[src/rtl/opcode_sequencer_pkg.sv]
// Shared processor definitions: opcode encodings used by the sequencer and the
// control unit, the sequencer state encoding, and a small opcode classifier.
package opcode_sequencer_pkg;

  // Opcode encodings (instruction bits [15:11]).
  localparam logic [4:0] OP_NOP   = 5'b00000;
  localparam logic [4:0] OP_CALL  = 5'b11000;
  localparam logic [4:0] OP_CALL2 = 5'b11001;
  localparam logic [4:0] OP_RET   = 5'b11010;
  localparam logic [4:0] OP_RET2  = 5'b11011;
  localparam logic [4:0] OP_RTI   = 5'b11100;
  localparam logic [4:0] OP_RTI2  = 5'b11101;
  localparam logic [4:0] OP_INT1  = 5'b11110;
  localparam logic [4:0] OP_INT2  = 5'b11111;

  // Sequencer states. NORMAL is zero so reset and the all-zero state agree.
  localparam logic [2:0] ST_NORMAL = 3'd0;
  localparam logic [2:0] ST_CALL2  = 3'd1;
  localparam logic [2:0] ST_RET2   = 3'd2;
  localparam logic [2:0] ST_RTI2   = 3'd3;
  localparam logic [2:0] ST_INT2   = 3'd4;

  // Second-half and interrupt opcodes are generated internally only; seeing
  // one in the fetch stream means the program is malformed.
  function automatic logic is_internal_op(input logic [4:0] op);
    return (op == OP_CALL2) || (op == OP_RET2) || (op == OP_RTI2) ||
           (op == OP_INT1)  || (op == OP_INT2);
  endfunction

endpackage

[src/rtl/opcode_sequencer.sv]
// Opcode sequencer: sits between fetch and the control unit. Splits CALL, RET
// and RTI into two issued opcodes, injects the two-cycle interrupt entry
// sequence, and turns hazards and flushes into bubbles / NOPs. All outputs
// except freezePC are registered (one cycle latency).
module opcode_sequencer
  import opcode_sequencer_pkg::*;
(
  input  logic        clk,
  input  logic        rst,
  input  logic [15:0] fetchedInstr,
  input  logic        fetchedValid,
  input  logic        interrupt,
  input  logic        stall,
  input  logic        flush,
  output logic [4:0]  opCode,
  output logic        makeMeBubble,
  output logic [10:0] instrOut,
  output logic        freezePC
);

  logic [2:0]  r_state;
  logic        r_int_pending;
  logic [10:0] r_saved;
  logic [4:0]  r_op_code;
  logic        r_bubble;
  logic [10:0] r_instr;

  logic [2:0]  w_next_state;
  logic [10:0] w_next_saved;
  logic [4:0]  w_next_op;
  logic        w_next_bubble;
  logic [10:0] w_next_instr;
  logic        w_clear_int;
  logic        w_freeze;
  logic [4:0]  w_fetched_op;
  logic [10:0] w_fetched_fields;

  assign w_fetched_op     = fetchedInstr[15:11];
  assign w_fetched_fields = fetchedInstr[10:0];

  // Decide this cycle's issued opcode and next state; priority is
  // flush > stall > second-half state > pending interrupt > fetched word.
  always_comb begin
    // NOTE: every signal gets a default before the priority chain so that no
    // path leaves one unassigned, which would otherwise infer a latch.
    w_next_state  = r_state;
    w_next_saved  = r_saved;
    w_next_op     = OP_NOP;
    w_next_bubble = 1'b0;
    w_next_instr  = 11'd0;
    w_clear_int   = 1'b0;
    w_freeze      = 1'b0;

    if (flush) begin
      // Younger instruction is discarded; any half-issued sequence is dropped.
      w_next_state = ST_NORMAL;
    end else if (stall) begin
      w_next_bubble = 1'b1;
      w_freeze      = 1'b1;
    end else begin
      case (r_state)
        ST_CALL2: begin
          w_next_op    = OP_CALL2;
          w_next_instr = r_saved;
          w_freeze     = 1'b1;
          w_next_state = ST_NORMAL;
        end
        ST_RET2: begin
          w_next_op    = OP_RET2;
          w_next_instr = r_saved;
          w_freeze     = 1'b1;
          w_next_state = ST_NORMAL;
        end
        ST_RTI2: begin
          w_next_op    = OP_RTI2;
          w_next_instr = r_saved;
          w_freeze     = 1'b1;
          w_next_state = ST_NORMAL;
        end
        ST_INT2: begin
          w_next_op    = OP_INT2;
          w_freeze     = 1'b1;
          w_next_state = ST_NORMAL;
        end
        default: begin
          if (r_int_pending) begin
            // Fetched word is held and replayed after the entry sequence.
            w_next_op    = OP_INT1;
            w_clear_int  = 1'b1;
            w_freeze     = 1'b1;
            w_next_state = ST_INT2;
          end else if (fetchedValid) begin
            if (is_internal_op(w_fetched_op)) begin
              w_next_op = OP_NOP;
            end else begin
              w_next_op    = w_fetched_op;
              w_next_instr = w_fetched_fields;
              case (w_fetched_op)
                OP_CALL: begin
                  w_next_saved = w_fetched_fields;
                  w_next_state = ST_CALL2;
                end
                OP_RET: begin
                  w_next_saved = w_fetched_fields;
                  w_next_state = ST_RET2;
                end
                OP_RTI: begin
                  w_next_saved = w_fetched_fields;
                  w_next_state = ST_RTI2;
                end
                default: w_next_state = ST_NORMAL;
              endcase
            end
          end
        end
      endcase
    end
  end

  // Register state, saved operand fields and the control-unit outputs.
  always_ff @(posedge clk) begin
    // NOTE: sequential state uses non-blocking assignments so every register
    // samples the pre-edge values, independent of statement order.
    if (rst) begin
      r_state   <= ST_NORMAL;
      r_saved   <= 11'd0;
      r_op_code <= OP_NOP;
      r_bubble  <= 1'b0;
      r_instr   <= 11'd0;
    end else begin
      r_state   <= w_next_state;
      r_saved   <= w_next_saved;
      r_op_code <= w_next_op;
      r_bubble  <= w_next_bubble;
      r_instr   <= w_next_instr;
    end
  end

  // Interrupt request latch; a new request wins over the clear on take.
  always_ff @(posedge clk) begin
    if (rst) begin
      r_int_pending <= 1'b0;
    end else if (interrupt) begin
      r_int_pending <= 1'b1;
    end else if (w_clear_int) begin
      r_int_pending <= 1'b0;
    end
  end

  assign freezePC     = w_freeze & ~rst;
  assign opCode       = r_op_code;
  assign makeMeBubble = r_bubble;
  assign instrOut     = r_instr;

endmodule

[config.mk]
export PLATFORM = sky130hd
export DESIGN_NAME = opcode_sequencer
export DESIGN_NICKNAME = d
export VERILOG_FILES = /design/src/rtl/opcode_sequencer_pkg.sv /design/src/rtl/opcode_sequencer.sv
export SDC_FILE = /design/constraint.sdc
export NUM_CORES = 1
export LEC_CHECK = 0
export ABC_AREA = 1
export ABC_CLOCK_PERIOD_IN_PS = 1750
export BUFFER_PORTS_ARGS = -buffer_cell sky130_fd_sc_hd__buf_2
export CORE_MARGIN = 10
export CORE_UTILIZATION = 45
export DETAILED_ROUTE_END_ITERATION = 6
export HOLD_SLACK_MARGIN = 0.12
export PLACE_DENSITY = 0.73
export SLEW_MARGIN = 40
export SYNTH_ARGS = -nofsm -noshare
export SYNTH_HDL_FRONTEND = slang
export SYNTH_SLANG_ARGS = --single-unit
[constraint.sdc]
create_clock -name clk -period 1.75 [get_ports clk]
set_input_delay 0.2625 -clock clk [delete_from_list [all_inputs] [get_ports clk]]
set_output_delay 0.2625 -clock clk [all_outputs]
set_load 0.02 [all_outputs]
After elaboration in Yosys (flattened, before gate mapping) --
Cells that the tools add are included.
Operators by class: equal/unequal tests 13, muxes and demuxes 23, bitwise operators 7, reduce and logical (&&, ||, !) cells 13
Operators with widths (number):
- equality test 5 bit, second input constant | 8
- two-way mux 11 bit | 3
- case mux 11 bit (2 select lines) | 1
- case mux 5 bit (4 select lines) | 1
- two-way mux 5 bit | 3
- two-way mux 3 bit | 4
- two-way mux 1 bit | 10
- OR reduction 3 bit | 3
- AND reduction 7 bit | 1
- equality test 3 x 2 -> 1 bit, second input constant | 2
- NOT 1 bit | 6
- case mux 2 bit (3 select lines) | 1
- logical OR 1 bit | 4
- OR reduction 4 bit | 1
- equality test 3 x 1 -> 1 bit, second input constant | 1
- equality test 3 bit, second input constant | 1
- != test 3 bit, second input constant | 1
- AND reduction 3 bit | 1
- nonzero test 3 bit | 1
- nonzero test 2 bit | 1
- OR reduction 2 bit | 1
- AND 1 bit | 1
Word-level totals: register bits after elaboration 32

Logic depth before layout (Yosys ltp) --
word-level depth 9, mapped depth 10, mapped depth without buffers 9

Least setup slack after synthesis --
No wires, ideal clock.
kind reg-to-output, start register r_state[0], end output freezePC, arrival time 1.044 ns, required time 1.487 ns, setup slack 0.444 ns, cell stages (with the launch flop) 6, cell sequence dfxtp_1 -> nor2_1 -> nand2_2 -> nand2_4 -> nor2_4 -> a21oi_1
Between the ends: word-level cells in the longest chain between the ends 6, elaborated cells on any way between the ends 9, classes of those cells eq/ne (4); mux (3); bitwise (1); reduce/logical (1)
Ends and longest elaborated chain:
- start, declared | line opcode_sequencer.sv:21 | logic [2:0] r_state;
- start signal, assigned | line opcode_sequencer.sv:131 | r_state <= w_next_state;
- equality test 3 bit (tied with other cells) | line opcode_sequencer.sv:61 | case (r_state)
- OR reduction 4 bit (no source line) *
- two-way mux 1 bit * | line opcode_sequencer.sv:61
- two-way mux 1 bit * | line opcode_sequencer.sv:57 | end else if (stall) begin
- two-way mux 1 bit * | line opcode_sequencer.sv:54 | if (flush) begin
- AND 1 bit * | line opcode_sequencer.sv:150 | assign freezePC = w_freeze & ~rst;
- end, declared | line opcode_sequencer.sv:18 | output logic freezePC
Every way passes the cells marked *; elsewhere a longest branch is shown, timed or not.

Worst setup path after layout --
start register r_state[2], end output freezePC
Same word-level chain as after synthesis.

==> flow_summary.ini <==
[setup_path]
r2r_cells = 8
worstPathRequired_ps = 1490
r2r_setup_slack_ps = 340
cp_max_fo = 6
r2r_end = r_saved[2]
end_kind = primary output
max_stage_delay_ps = 370
cp_slowest_cell = dfxtp_1
arrival_ps = 1390
r2r-start = r_state[2]
path_cells = inv_1 > o21ai_2 > nand2_4 > nor2_4 > a21oi_1 > buf_2
startpoint_type = flop
path_buf_inv = 2
critical_path_class = reg2out
crit_family = flip-flops

[synth]
synthTopCellsByArea = dfxtp_1 46%, nand2_1 14%, nor2_1 9.4%
synth.cell_area_um2 = 1390
ys_seq_area_share_pct = 46.0
yosysWarnings = 0
syn_nets = 225
synth_edf_count = 0
synth_cell_types = 20
ys_async_sr_fraction_pct = 0
synth.avg_cell_area_um2 = 6.85
ys.flop_type = dfxtp_1
synth_top_area_share_pct = 46.0
synth_top_area_cell = dfxtp_1
ys_seq_elements = 32
synthCells = 203

[layout]
drive_above_1_share_pct = 23.5
final_cell_mix = 51 x nand2_1, 39 x buf_2, 35 x nor2_1, 31 x dfxtp_1, 27 x inv_1
nets = 268
antenna_cells = 0
fin_area_um2 = 1690
final_util_pct = 56.4
final_common_cell = nand2_1
area_delta_synth_final_pct = 21.8
stdcell_count = 280

[die]
die_area_um2 = 5720
initial_core_util_pct = 46.3
std_cell_rows = 20
ioPinCount = 40
die-height_um = 75.6
die_w_um = 75.6
coreArea_um2 = 3000

[worst_hold_path]
hold_path_depth = 3
hp-class = in2reg
hp-start = interrupt
whs_endpoint = r_int_pending

[pwr]
p_leak_nw = 0.836
p_per_area_nw_per_um2 = 878
peakVddDrop_uv = 409

[timing]
tightest_slew_ps = 518
setup-tns-final_ps = 0
fin_worst_skew_ps = 5.70
finalCriticalPeriod_ps = 1650
fin_crit_sh_pct = 94.4
fmax_ghz = 0.606
relSlewSlack_pct = 65.4
final_max_slew_viol_count = 0
fin_ws_ps = 98.8
finalSetupViolations = 0
rsz0062_at_grt = false
hold_violations = 0

[routing]
wl_per_cell_um = 11.3
dr_total_vias = 1339
vias_per_cell = 4.78
drt-initial-drc-count = 135
antenna_left = 0
remaining_drc_errors = 0
routed_wirelength_um = 3150
first_pass_iters = 4

[cts]
insertion_delay_ps = 330
htree_levels = 2
path_clk_slew_ps = 90
clockBufferDepth = 2
numCtsBuffers = 5
clkSinkCount = 32
cts_root_buf = clkbuf_4
tritoncts = yes
post_cts_buffers = 0

[placed_design]
gp_congestion = 0.843
dp.cells = 271
port_buffers = 39
post-dp-hpwl_um = 2430
placed_cell_area_um2 = 1610
dp_worst_setup_slack_ps = 310

[global_routing]
grt.overflow.total = 0
grt_max_degree = 17
grt_pass1_vias = 1248
grt.total_usage_pct = 12.2
grt_pass1_wl_um = 5400
antenna_found_initial = 0

[run]
drv_cap = 0

[run_status]
status = finished, final reports clean
where the power goes:
group          leakage (nW)  switching (W)  internal, W
Clock                0.0422       0.000246     0.000299
Combinational         0.535       0.000122    0.0000678
Sequential            0.260     0.00000882     0.000742
logic make-up (layout without fill, tap and decap cells):
kind of cell    Yosys count  count (layout)  share of synthesized area, %
simple gates            115             115                          35.3
compound gates           22              22                          8.18
flops                    32              32                          46.0
buf+inv                  34              78                          10.4
layer usage:
metal,global-route usage [%],up-vias,part of all wire (%)
met5,0,-,0
met2,21.2,30,50
met4,4.54,0,1.9
met3,4.30,5,6.4
met1,13.3,596,42
li1,-,708,-
Yosys cell counts (2+ instances only):
cell	n
dfxtp_1	32
nand3_1	21
o21ai_0	2
inv_1	27
nand2_1	51
buf_2	2
buf_4	2
a21oi_1	19
nor2_1	35
nor2_2	2
how the worst max path moves through the flow:
stage | start | endpoint | slack (ps) | depth (start not counted)
after floorplan | r_state[0] | freezePC | 440 | 5
after detailed placement | fetchedInstr[11] | r_saved[4] | 310 | 9
after global placement | r_state[0] | r_saved[10] | 310 | 7
final | r_state[2] | freezePC | 100 | 6
after global routing | r_state[0] | freezePC | 20 | 6
after CTS | r_state[0] | freezePC | 70 | 6
state kept, by name, summed over array words and instances, names as in the netlist:
| register | cells |
|---|---|
| r_state | 3 |
| instrOut | 11 |
| r_saved | 11 |
| makeMeBubble | 1 |
| opCode | 5 |
| r_int_pending | 1 |
stage by stage:
| step | hold WS, ps | power, W |
|---|---|---|
| floorplan | 335 | 0.000891 |
| global placement | 458 | 0.000955 |
| detailed placement | 460 | 0.000957 |
| CTS | 125 | 0.00150 |
| global route | 143 | 0.00156 |
| finish | 134 | 0.00149 |
worst register-to-register path: stages (launching register included):
cell	delay [ps]
dfxtp_1	370
inv_1	90
o21ai_2	90
nand2_4	110
nor2_2	100
nand2_1	70
nor2_2	330
nor2_1	80
nor2_1	120
layout make-up:
class	count	area, um^2
Clock buffer	6	41.3
Clock inverter	2	35.0
Fill cell	296	1310
Inverter	27	101
Multi-Input combinational cell	137	606
Sequential cell	32	642
Tap cell	33	41.3
Timing Repair Buffer	43	228
repair_timing:
item / 4_1_cts / 5_1_grt
endpoints found under the hold margin: 1 / 0
hold buffers: 1 / 0
gates resized for setup: 0 / 1
endpoints found under the setup margin: 0 / 1
No activity file was read; power rests on OpenSTA's default activity.
